## config.mk

```make
export PLATFORM = sky130hd
export DESIGN_NAME = pc_sequencer
export DESIGN_NICKNAME = d
export VERILOG_FILES = /design/src/rtl/pc_sequencer.sv
export SDC_FILE = /design/constraint.sdc
export NUM_CORES = 1
export LEC_CHECK = 0
export BUFFER_PORTS_ARGS = -buffer_cell sky130_fd_sc_hd__buf_2
export CORE_UTILIZATION = 34
export DETAILED_ROUTE_END_ITERATION = 8
export PLACE_DENSITY = 0.62
export SKIP_LAST_GASP = 1
export SLEW_MARGIN = 20
export SYNTH_ARGS = -nofsm -noshare
export SYNTH_HDL_FRONTEND = slang
export SYNTH_SLANG_ARGS = --single-unit
```

## constraint.sdc

```tcl
create_clock -name clk -period 3.68 [get_ports clk]
set_input_delay 0.552 -clock clk [delete_from_list [all_inputs] [get_ports clk]]
set_output_delay 0.552 -clock clk [all_outputs]
set_load 0.02 [all_outputs]
```

## src/rtl/pc_sequencer.sv

```systemverilog
// pc_sequencer: fetch/decode/execute controller driving the 2-bit program counter's step and load paths.
module pc_sequencer #(
  parameter int JCNT_W = 4
) (
  input  logic              clk,
  input  logic              R,
  input  logic              start,
  input  logic              halt_req,
  input  logic [3:0]        instr,
  input  logic              ovf,
  input  logic [1:0]        select,
  output logic              fetch,
  output logic              pc_step,
  output logic              openpulse,
  output logic              enabled,
  output logic [1:0]        jno,
  output logic              busy,
  output logic              halted,
  output logic [1:0]        pc_out,
  output logic [JCNT_W-1:0] jump_cnt
);
  typedef enum logic [2:0] {IDLE, FETCH, DECODE, STEP, LOAD, HALTED} state_e;
  state_e state_q, state_d;
  logic halt_q, halt_d;
  logic take;
  always_comb begin
    take = instr[3:2] == 2'b10 || (instr[3:2] == 2'b01 && !ovf);
    state_d = state_q;
    case (state_q)
      IDLE:        state_d = start ? FETCH : IDLE;
      FETCH:       state_d = DECODE;
      DECODE:      state_d = instr[3:2] == 2'b11 ? HALTED : take ? LOAD : STEP;
      STEP, LOAD:  state_d = (halt_q || halt_req) ? HALTED : FETCH;
      HALTED:      state_d = start ? FETCH : HALTED;
      default:     state_d = IDLE;
    endcase
    if (R) state_d = IDLE;
    halt_d = R ? 1'b0
           : state_q == HALTED ? halt_q && !start
           : halt_q || (halt_req && state_q != IDLE);
  end
  // outputs are registered from the next state so they line up with the state they describe
  always_ff @(posedge clk) begin
    state_q   <= state_d;
    halt_q    <= halt_d;
    fetch     <= state_d == FETCH;
    pc_step   <= state_d == STEP;
    openpulse <= state_d == LOAD;
    enabled   <= state_d == LOAD;
    jno       <= state_d == LOAD ? instr[1:0] : 2'b00;
    busy      <= state_d inside {FETCH, DECODE, STEP, LOAD};
    halted    <= state_d == HALTED;
    if (R) begin
      pc_out   <= '0;
      jump_cnt <= '0;
    end else begin
      if (state_q == DECODE) pc_out <= select;
      if (state_d == LOAD && !(&jump_cnt)) jump_cnt <= jump_cnt + 1'b1;
    end
  end
endmodule

```

# Yosys cells after proc, flatten, opt, wreduce, memory -nomap -nowiden
# Cells that the tools add are included.
# Widths: inputs -> output; s select.
[totals] reg_bits=17 latchBits=0 ramBits=0 rom_bits=0 inputBits=11 output_inout_bits=14 word_cells=47 mem_count=0
[op_classes] n_addsub=1 n_mul=0 n_div=0 order_cmp=0 eq_ne=13 n_shift=0 muxes=8 bitwise_logic=0 n_reduce_logical=15
[ops] cell="$mux 3" n=5
[ops] cell="$pmux 3 s5" n=1
[ops] cell="$eq 3x2->1 const B" n=4
[ops] cell="$eq 3x3->1 const B" n=4
[ops] cell="$eq 3x1->1 const B" n=2
[ops] cell="$add 4x1->4 const B" n=1
[ops] cell="$eq 2x2->1 const B" n=2
[ops] cell="$logic_and 1x1->1" n=4
[ops] cell="$reduce_and 4->1" n=1
[ops] cell="$reduce_bool 4->1" n=1
[ops] cell="$logic_not 1->1" n=3
[ops] cell="$logic_not 3->1" n=1
[ops] cell="$logic_or 1x1->1" n=3
[ops] cell="$reduce_bool 3->1" n=1
[ops] cell="$eq 2x1->1 const B" n=1
[ops] cell="$mux 1" n=2
[ops] cell="$reduce_or 2->1" n=1

# Longest topological paths before layout
# Gate-level depths: netlist of the first run.
[logic_depth] depth_word=9 depth_mapped=7 ltp_nobuf=5

# Least setup slack after synthesis of the first run
# No wires, ideal clock.
[synth_timing] kind="in2reg" startpoint="input port ovf" endpoint="register jump_cnt[1]" setup_time_ps=121 arrival_ps=1847 required_time_ps=3559 path_slack_ps=1712 path_stages=6 path_buffers=1 cell_sequence="nand2b_1 > a221o_1 > a221oi_2 > buf_6 > nand3_4 > mux2_4"
[synth_between] elab_chain_cells=9
[synth_rtl] element="start: declaration" line="10" source="input logic ovf,"
[synth_rtl] element="$logic_not 1->1" line="27" source="take = instr[3:2] == 2'b10 || (instr[3:2] == 2'b01 && !ovf);"
[synth_rtl] element="$logic_and 1x1->1" line="27"
[synth_rtl] element="$logic_or 1x1->1" line="27"
[synth_rtl] element="$mux 3 (2 in series)" line="32" source="DECODE: state_d = instr[3:2] == 2'b11 ? HALTED : take ? LOAD : STEP;"
[synth_rtl] element="$pmux 3 s5" line="29" source="case (state_q)"
[synth_rtl] element="$mux 3" line="37" source="if (R) state_d = IDLE;"
[synth_rtl] element="via state_d[2]" line="23" source="state_e state_q, state_d;"
[synth_rtl] element="$eq 3x3->1" line="58" source="if (state_d == LOAD && !(&jump_cnt)) jump_cnt <= jump_cnt + 1'b1;"
[synth_rtl] element="$logic_and 1x1->1" line="58"
[synth_rtl] element="end signal: assignment" line="58"
[synth_rtl] element="end: declaration" line="20" source="output logic [JCNT_W-1:0] jump_cnt"
# The timed path passes the listed nets, and every way through them passes these cells.
# A chain may end at the register's enable or synchronous reset.

# Final worst setup path of the first run
[layout_timing] startpoint="register state_q[0]" endpoint="register jump_cnt[1]"
[layout_between] elab_chain_cells=6 elab_cells_between_ends=11 classes_between="eq/ne (6); mux (2); reduce/logical (3)"
[layout_rtl] element="start: declaration" line="23"
[layout_rtl] element="start signal: assignment" line="44" source="state_q <= state_d;"
[layout_rtl] element="$eq 3x2->1 / $eq 3x3->1 (equally long branches)" line="29"
[layout_rtl] element="$reduce_or 2->1" line="29"
[layout_rtl] element="$pmux 3 s5 (*)" line="29"
[layout_rtl] element="$mux 3 (*)" line="37"
[layout_rtl] element="$eq 3x3->1 (*)" line="58"
[layout_rtl] element="$logic_and 1x1->1 (*)" line="58"
# Mark *: on every way between the ends. The rest lies on a longest branch, timed or not.

==> results by group, run 1 <==
Status
  • Status: complete, no violations

Worst setup path
  • Crit path to: jump_cnt[1]
  • CP required: 3860 ps
  • Setup crit end kind: flip-flop
  • RR Endpoint: jump_cnt[1]
  • Startpoint Class: flip-flop
  • Worst Setup SP: state_q[0]
  • Worst EP arrival: between 2000 and 3000 ps
  • Worst reg-to-reg path cell count: 5
  • Crit-path max FO: 11
  • Reg2reg setup slack: approximately 1300 ps
  • Reg2Reg Launch Point: state_q[0]
  • WS Path Type: flip-flop to flip-flop

Clock tree
  • Hold Buf Count CTS: 0
  • Clock Sinks: 17
  • Htree depth: 1
  • TritonCTS buffer count: 3
  • Clock transition at the registers of the reported paths: ~90 ps
  • # resized after CTS: 0
  • Max clock buf depth: 2
  • Root Driver: clkbuf_4
  • CTS tree: yes
  • Setup bufs post-CTS: 0
  • Clock Latency Late Sink: about 280 ps

STA
  • Final setup vio count: 0
  • Worst Tran Pin Value: between 700 and 800 ps
  • RSZ-0062 raised after global routing: false
  • Period utilization: 0.6516
  • Hold Slack: ~490 ps
  • Setup TNS: 0 ps
  • Period minus WS final: about 2400 ps
  • PnR worst setup slack: 1282 ps
  • Max Slew Vio Count: 0
  • Count of final hold-check violations: 0
  • Slew headroom: 0.4916
  • Achievable Freq: approximately 420 MHz
  • Skew final: ~1 ps

Synth
  • Mapped Cells: 79
  • Netlist cell types: 31
  • Mapped Avg Cell Area: 9.962 µm²
  • Warnings, synthesis: 0
  • Seq/Total Area, Yosys: 0.4324
  • Synth Cell Area: 787.0 µm²
  • Syn_nets: between 90 and 100
  • Flops & latches, synth: 17

Placement
  • Dpl ws: around 1300 ps
  • Final Wtd Congestion: 0.7838
  • IO Port Bufs: 24
  • DP HPWL: ~1000 µm

Route
  • Post-Route WL: 1378 µm
  • Wire length per cell: between 10 and 15 µm
  • Met3 WL post-DR: between 80 and 90 µm
  • Detailed-route DRC error count: 0
  • DR WL met2: 630 µm
  • Top Layer Used: met4
  • M1 wire length: ~640 µm
  • Drt first pass iters: 4
  • Post-route ant nets: 0
  • Vias/cell: 4.953
  • 1st-iter DRT viols: 11
  • DR vias: roughly 640

Floorplanning
  • Die height: ~50 µm
  • # rows: 17
  • Io pins: 25
  • Initial core utilization: 0.3592
  • Die X: around 50 µm
  • Total Die Area: approximately 0.0025 mm²
  • Core Region: roughly 0.0022 mm²

GRT
  • First-pass GRT wire length: ~2300 µm
  • Grt ovf: 0
  • Initial antenna violation count: 0
  • Vias in the first global route: ~550
  • Gr usage total: 0.1243
  • Largest net degree at the start of global routing: 12

Cells and area
  • Antenna Cells: 0
  • Nets@finish: between 100 and 150
  • Fraction of layout cells with a size suffix above 1: 0.3564
  • Layout area overhead: 16.38%

Pwr
  • PD cells: ~400 mW/mm²
  • Switch Pwr: around 0.10 mW
  • Int Power: around 0.26 mW
  • Lkg Pwr: around 0.43 nW
  • Net Sw Frac: 0.2824
  • Max VDD drop: between 150 and 200 µV
  • Clock network fraction of total power: 0.261
  • Total power: 0.3662 mW
  • Comb pwr share: 0.175
  • Reg power frac: 0.564

Worst hold path
  • HP Class: input port to flip-flop

Job
  • Max_cap viols: 0
==> per-layer routing <==
layer  global-route usage  vias up
met5                    0        -
met4              0.08571        0
met3              0.03395        2
met2               0.2000       25
met1               0.1402      281
li1                     -      331
==> worst max-delay path: stages, from the launching register on <==
cell	delay (ps)
dfxtp_1	580
nor3_1	120
a2111o_1	430
a221oi_2	670
nand3_4	150
mux2_4	330
==> cells in the mapped netlist (all sizes together) <==
| cell | instances | area (µm²) |
|---|---|---|
| a31oi | 5 | 37.53 |
| mux2 | 1 | 15.01 |
| nor2b | 1 | 6.260 |
| and3 | 3 | 18.77 |
| nand2b | 3 | 26.27 |
| a221oi | 1 | 15.01 |
| nor2 | 10 | 40.04 |
| buf | 5 | 48.79 |
| inv | 2 | 7.510 |
| dfxtp | 17 | 340.3 |
| and2 | 3 | 18.77 |
| a2111o | 1 | 11.26 |
| o21ai | 3 | 15.01 |
| nand2 | 2 | 7.510 |
| and4b | 3 | 31.28 |
| a221o | 1 | 10.01 |
| a211oi | 4 | 30.03 |
| o22ai | 1 | 6.260 |
| ha | 1 | 12.51 |
| nor3 | 3 | 15.01 |
| mux2i | 2 | 20.02 |
| clkbuf | 1 | 3.750 |
| xor2 | 2 | 17.52 |
| a21oi | 2 | 10.01 |
| nand3 | 2 | 22.52 |
==> cell type report <==
class                   count  area, µm²
inverters                   2      7.507
multi-input cells          54      386.6
fillers                   225       1275
repair buffers             24      120.1
flip-flops and latches     17      340.3
well taps                  28      35.03
clock buffers               4      26.28
==> placed cells by master (no fill, tap or decap), drive strengths merged <==
cell and n:
nand2b 3, nand2 2, a221oi 1, mux2 1, and3 3, a211oi 4
xor2 2, nor3 3, nor2 10, a221o 1, a31oi 5, ha 1
and2 3, nand3 2, mux2i 2, o21ai 3, dfxtp 17, clkbuf 4
nor2b 1, and4b 3, buf 24, a2111o 1, inv 2, a21oi 2
o22ai 1
==> per-stage QoR <==
stage	std cells	util	area, µm²
after floorplan	79	-	787.0
after global placement	125	0.4061	889.6
after detailed placement	125	0.4061	889.6
after CTS	129	0.4180	915.9
after global routing	129	0.4180	915.9
final	129	0.4180	915.9
==> flip-flops by register name, indices dropped and copies added, names as in the netlist <==
register	cells
fetch	1
state_q	3
jno	2
halt_q	1
halted	1
pc_step	1
enabled	1
busy	1
pc_out	2
jump_cnt	4
==> power groups by stage <==
stage               logic (mW)  registers (mW)  clock network (mW)
CTS                     0.0644           0.206              0.0991
detailed placement      0.0640           0.211                   0
global route            0.0709           0.208               0.109
floorplan               0.0496           0.211                   0
global placement        0.0630           0.211                   0
finish                  0.0639           0.207              0.0957
==> cell families (layout without fill, tap and decap cells) <==
group	Yosys count	count (layout)	share of synthesized area
AOI/OAI and AO/OA	18	18	0.1717
xor gates and xnor gates	2	2	0.02226
adders and majority gates	1	1	0.01590
buffers and inverters	8	30	0.07630
DFF	17	17	0.4324
muxes	3	3	0.04451
and+or+nand+nor	30	30	0.2369
==> how the worst min path moves through the flow <==
stage / start / endpoint / slack, ps / depth (start not counted)
6_report: instr[1] / jno[1] / 490 / 2
5_1_grt: instr[1] / jno[1] / 480 / 2
4_1_cts: instr[1] / jno[1] / 490 / 2
3_5_place_dp: pc_out[1] / pc_out[1] / 480 / 2
3_3_place_gp: pc_out[1] / pc_out[1] / 470 / 2
2_1_floorplan: halt_q / halt_q / 510 / 2
Note: power is estimated with default switching activity, not from simulation.
==> inputs of run 2 (changes only) <==
- clock period: 3.68 -> 2.32 ns (I/O delays scaled with it)
==> run 2 against run 1 <==
Final cell count up 0.78%. Setup slack worse by 970 ps. Register-to-register slack worse by 970 ps. Core utilization up 0.40 points. Clock power up 61%.
==> results by group, run 2 (synthesis results as in run 1) <==
Status
  • Status: complete, no violations

Clock tree
  • Clock Latency Late Sink: 280 ps
  • Hold Buf Count CTS: 0
  • TritonCTS buffer count: 3
  • CTS tree: yes
  • Clock transition at the registers of the reported paths: around 100 ps
  • Root Driver: clkbuf_4
  • Max clock buf depth: 2
  • Setup bufs post-CTS: 0
  • Htree depth: 1
  • Clock Sinks: 17
  • # resized after CTS: 0

Pwr
  • Lkg Pwr: 0.4338 nW
  • PD cells: ~630 mW/mm²
  • Max VDD drop: between 200 and 300 µV

GRT
  • Met1 Use GR: 0.1601
  • Vias in the first global route: 552
  • Met3 usage: 0.02160
  • Initial antenna violation count: 0
  • Global route hottest layer: met2
  • Largest net degree at the start of global routing: 12
  • First-pass GRT wire length: 2318 µm
  • Gr usage total: 0.1216
  • Met2 GRT Util: 0.1822
  • Grt ovf: 0

Floorplanning
  • Io pins: 25
  • Initial core utilization: 0.3592
  • # rows: 17
  • Die X: around 50 µm
  • Total Die Area: 0.002511 mm²
  • Die height: 50.11 µm
  • Core Region: 0.002191 mm²

Placement
  • IO Port Bufs: 24
  • DP HPWL: between 1000 and 1500 µm
  • Final Wtd Congestion: around 0.87

STA
  • Final setup vio count: 0
  • RSZ-0062 raised after global routing: false
  • Achievable Freq: between 400 and 500 MHz
  • Slew headroom: 0.6787
  • Period utilization: 0.8670
  • Max Slew Vio Count: 0
  • Worst Tran Pin Value: 480.4 ps
  • Skew final: between 5 and 6 ps
  • Period minus WS final: 2012 ps
  • Count of final hold-check violations: 0
  • Hold Slack: about 280 ps
  • Setup TNS: 0 ps

Route
  • Post-Route WL: 1402 µm
  • DR vias: 633
  • Wire length per cell: about 11 µm
  • Vias/cell: approximately 5
  • Drt first pass iters: 4
  • Detailed-route DRC error count: 0
  • Post-route ant nets: 0
  • 1st-iter DRT viols: 12

Cells and area
  • Biggest register: jump_cnt
  • Most common cell after layout, fill and taps aside: buf_2
  • Fraction of layout cells with a size suffix above 1: 0.3725
  • Top flop regs: jump_cnt: 4 flops, state_q: 3 flops
  • Antenna Cells: 0
  • Layout area overhead: 17.49%
  • Fill count: 232
  • Nets@finish: about 120
  • Most frequent cells in the layout: buf_2, dfxtp_1, nor2_1, a31oi_1, a211oi_1
  • Max reg flops: 4

Job
  • Max_cap viols: 0

Worst setup path
  • CP max-delay cell: dfxtp_1
  • Startpoint Class: flip-flop
  • CP peak stage delay: 540 ps
  • WS Path Type: flip-flop to flip-flop
  • CP cell instances: nor3_1 -> a2111o_1 -> a221oi_2 -> buf_4 -> nand3_4 -> mux2_4
  • Setup crit end kind: flip-flop
  • Crit-path max FO: 11
  • Worst EP arrival: about 2200 ps
  • CP required: approximately 2500 ps

Worst hold path
  • HP Class: input port to flip-flop
[run 2: metal layers]
metal / wire length (µm) / up-vias / share of wire
li1: - / 332 / -
met1: 684 / 275 / 0.49
met2: 615 / 22 / 0.44
met3: 81 / 4 / 0.058
met4: 21 / 0 / 0.015
met5: 0 / - / 0
[run 2: cell type report]
class,count,area [µm²],share of cell area
timing repair buffer,25,127.6,0.1380
sequential,17,340.3,0.3681
multi-input combinational,54,386.6,0.4181
tap,28,35.03,0.03789
inverter,2,7.507,0.008119
clock buffer,3,22.52,0.02436
clock inverter,1,5.005,0.005413
[run 2: metrics by stage]
| stage | cell area, µm² | total power [mW] | utilization | setup slack (ps) | cells |
|---|---|---|---|---|---|
| floorplan | 787.0 | 0.4139 | - | 556.0 | 79 |
| global placement | 897.1 | 0.4363 | 0.4095 | 385.7 | 126 |
| detailed placement | 897.1 | 0.4375 | 0.4095 | 333.8 | 126 |
| CTS | 924.6 | 0.5952 | 0.4220 | 321.0 | 130 |
| global route | 924.6 | 0.6253 | 0.4220 | 205.3 | 130 |
| finish | 924.6 | 0.5845 | 0.4220 | 308.4 | 130 |
[run 2: worst max-delay path: cells and delay by family (launching register included)]
kind / cells / cell delay [ps]
compound gates: 2 / 650
simple gates: 2 / 190
flops: 1 / 540
buf+inv: 1 / 210
mux: 1 / 310
[run 2: where the power goes]
group | switching, mW | internal [mW] | total (mW) | leakage (nW)
combinational | 0.0606 | 0.0428 | 0.103 | 0.278
clock | 0.0899 | 0.0640 | 0.154 | 0.0177
sequential | 0.0188 | 0.308 | 0.327 | 0.138
[run 2: final timing paths]
check / to / slack (ps) / cells after the start / start
setup / recovery: jump_cnt[1] / 310 / 6 / state_q[0]
setup reg to reg: jump_cnt[1] / 310 / 6 / state_q[0]
hold reg to reg: pc_out[0] / 500 / 2 / pc_out[0]
hold / removal: jno[0] / 280 / 2 / instr[0]
==> inputs of run 3 (changes only) <==
- CORE_MARGIN: not set -> 2
==> run 3 against run 2 <==
Clock power increased by 3%. First-iteration DRC count increased by 8.3%. Clock skew increased by 2.5 ps. Critical path type unchanged.
==> results by group, run 3 (synthesis results as in run 1) <==
Status
  • Status: complete, no violations

Cells and area
  • Fill count: approximately 230
  • Area of the multi-input gates: 386.6 µm²
  • Biggest register: jump_cnt
  • Most frequent cells in the layout: buf_2, dfxtp_1, nor2_1, a31oi_1, a211oi_1
  • Sequential cell area: 340.3 µm²
  • Most common cell after layout, fill and taps aside: buf_2
  • Top flop regs: jump_cnt: 4 flops, state_q: 3 flops
  • Nets@finish: roughly 120
  • Layout area overhead: 17.49%
  • Max reg flops: 4
  • Antenna Cells: 0
  • Fraction of layout cells with a size suffix above 1: 0.3725

Clock tree
  • Htree depth: 1
  • # resized after CTS: 0
  • Clock transition at the registers of the reported paths: ~100 ps
  • Hold Buf Count CTS: 0
  • TritonCTS buffer count: 3
  • Max clock buf depth: 2
  • CTS tree: yes
  • Root Driver: clkbuf_4
  • Clock Sinks: 17
  • Clock Latency Late Sink: a little under 300 ps
  • Setup bufs post-CTS: 0

GRT
  • Vias in the first global route: slightly below 600
  • Initial antenna violation count: 0
  • Largest net degree at the start of global routing: 12
  • Gr usage total: 0.1221
  • Grt ovf: 0
  • First-pass GRT wire length: 2421 µm

Worst setup path
  • Reg2Reg Launch Point: state_q[0]
  • Worst reg-to-reg path cell count: 5
  • CP cell instances: nor3_1 -> a2111o_1 -> a221oi_2 -> nand3_4 -> mux2_4
  • WS Path Type: flip-flop to flip-flop
  • CP delay by family, top: compound AO/OA/AOI/OAI gates
  • CP max-delay cell: dfxtp_1
  • Reg2reg setup slack: 180 ps
  • CP required: roughly 2500 ps
  • RR Endpoint: jump_cnt[1]
  • Startpoint Class: flip-flop
  • Worst EP arrival: around 2300 ps
  • CP peak stage delay: between 500 and 600 ps
  • Crit-path max FO: 11
  • CP bufs+invs: 0
  • Setup crit end kind: flip-flop

Floorplanning
  • Total Die Area: approximately 0.0027 mm²
  • Die height: between 50 and 60 µm
  • Die X: between 50 and 60 µm
  • # rows: 17
  • Io pins: 25
  • Initial core utilization: 0.3592
  • Core Region: approximately 0.0022 mm²

Route
  • Post-Route WL: ~1500 µm
  • Detailed-route DRC error count: 0
  • 1st-iter DRT viols: 13
  • Wire length per cell: 11.89 µm
  • Drt first pass iters: 4
  • Vias/cell: ~5
  • DR vias: approximately 660
  • Post-route ant nets: 0

Placement
  • IO Port Bufs: 24
  • Final Wtd Congestion: 0.8405
  • DP HPWL: 1115 µm

Pwr
  • Max VDD drop: between 200 and 250 µV
  • Lkg Pwr: 0.4338 nW
  • Total power: between 0.5 and 0.6 mW
  • PD cells: 639.5 mW/mm²

STA
  • Setup TNS: 0 ps
  • Count of final hold-check violations: 0
  • RSZ-0062 raised after global routing: false
  • Period minus WS final: around 2100 ps
  • Final setup vio count: 0
  • Period utilization: 0.9212
  • Max Slew Vio Count: 0
  • Slew headroom: 0.6566
  • Achievable Freq: 467.9 MHz
  • Worst Tran Pin Value: a little over 500 ps
  • Skew final: roughly 8 ps

Worst hold path
  • HP Start: instr[1]
  • Hold-critical path depth: 2
  • Hold EP: jno[1]
  • HP Class: input port to flip-flop

Job
  • Max_cap viols: 0
run 3: cell counts in the layout (fill, tap and decap cells not counted):
No cell type changed its count.
run 3: stage by stage:
step	hold slack, ps	setup WS [ps]	instance area, µm²	std cells	utilization
final	276.2	182.8	924.6	130	0.4220
after floorplan	484.0	556.0	787.0	79	-
after global routing	286.6	27.24	924.6	130	0.4220
after CTS	265.8	188.3	924.6	130	0.4220
after global placement	478.7	270.0	897.1	126	0.4095
after detailed placement	476.2	215.4	897.1	126	0.4095
run 3: how the worst max path moves through the flow:
| stage | slack [ps] | end | from | cells after the start |
|---|---|---|---|---|
| 5_1_grt | 30 | jump_cnt[1] | state_q[0] | 5 |
| 2_1_floorplan | 560 | jump_cnt[1] | ovf | 6 |
| 3_5_place_dp | 220 | jump_cnt[1] | state_q[0] | 5 |
| 4_1_cts | 190 | jump_cnt[1] | state_q[0] | 5 |
| 6_report | 180 | jump_cnt[1] | state_q[0] | 5 |
| 3_3_place_gp | 270 | jump_cnt[1] | state_q[0] | 5 |
run 3: worst reg2reg max path, cell delays in order (launching register included):
cell	delay [ps]
dfxtp_1	560
nor3_1	110
a2111o_1	430
a221oi_2	490
nand3_4	140
mux2_4	320
run 3: routing by layer:
layer,GRT usage,vias up,routed length [µm]
met5,0,-,0
met1,0.1368,297,721
li1,-,333,-
met2,0.2068,24,727
met3,0.01437,2,68
met4,0.09649,0,28
run 3: area by class of cell:
cell class	count	area share
timing repair buffer	25	0.1380
clock inverter	1	0.005413
inverter	2	0.008119
sequential	17	0.3681
multi-input combinational	54	0.4181
clock buffer	3	0.02436
tap	28	0.03789
run 3: power breakdown:
group | total, mW | switching (mW) | internal, mW
clock | 0.158 | 0.0942 | 0.0641
combinational | 0.105 | 0.0624 | 0.0429
sequential | 0.328 | 0.0191 | 0.309
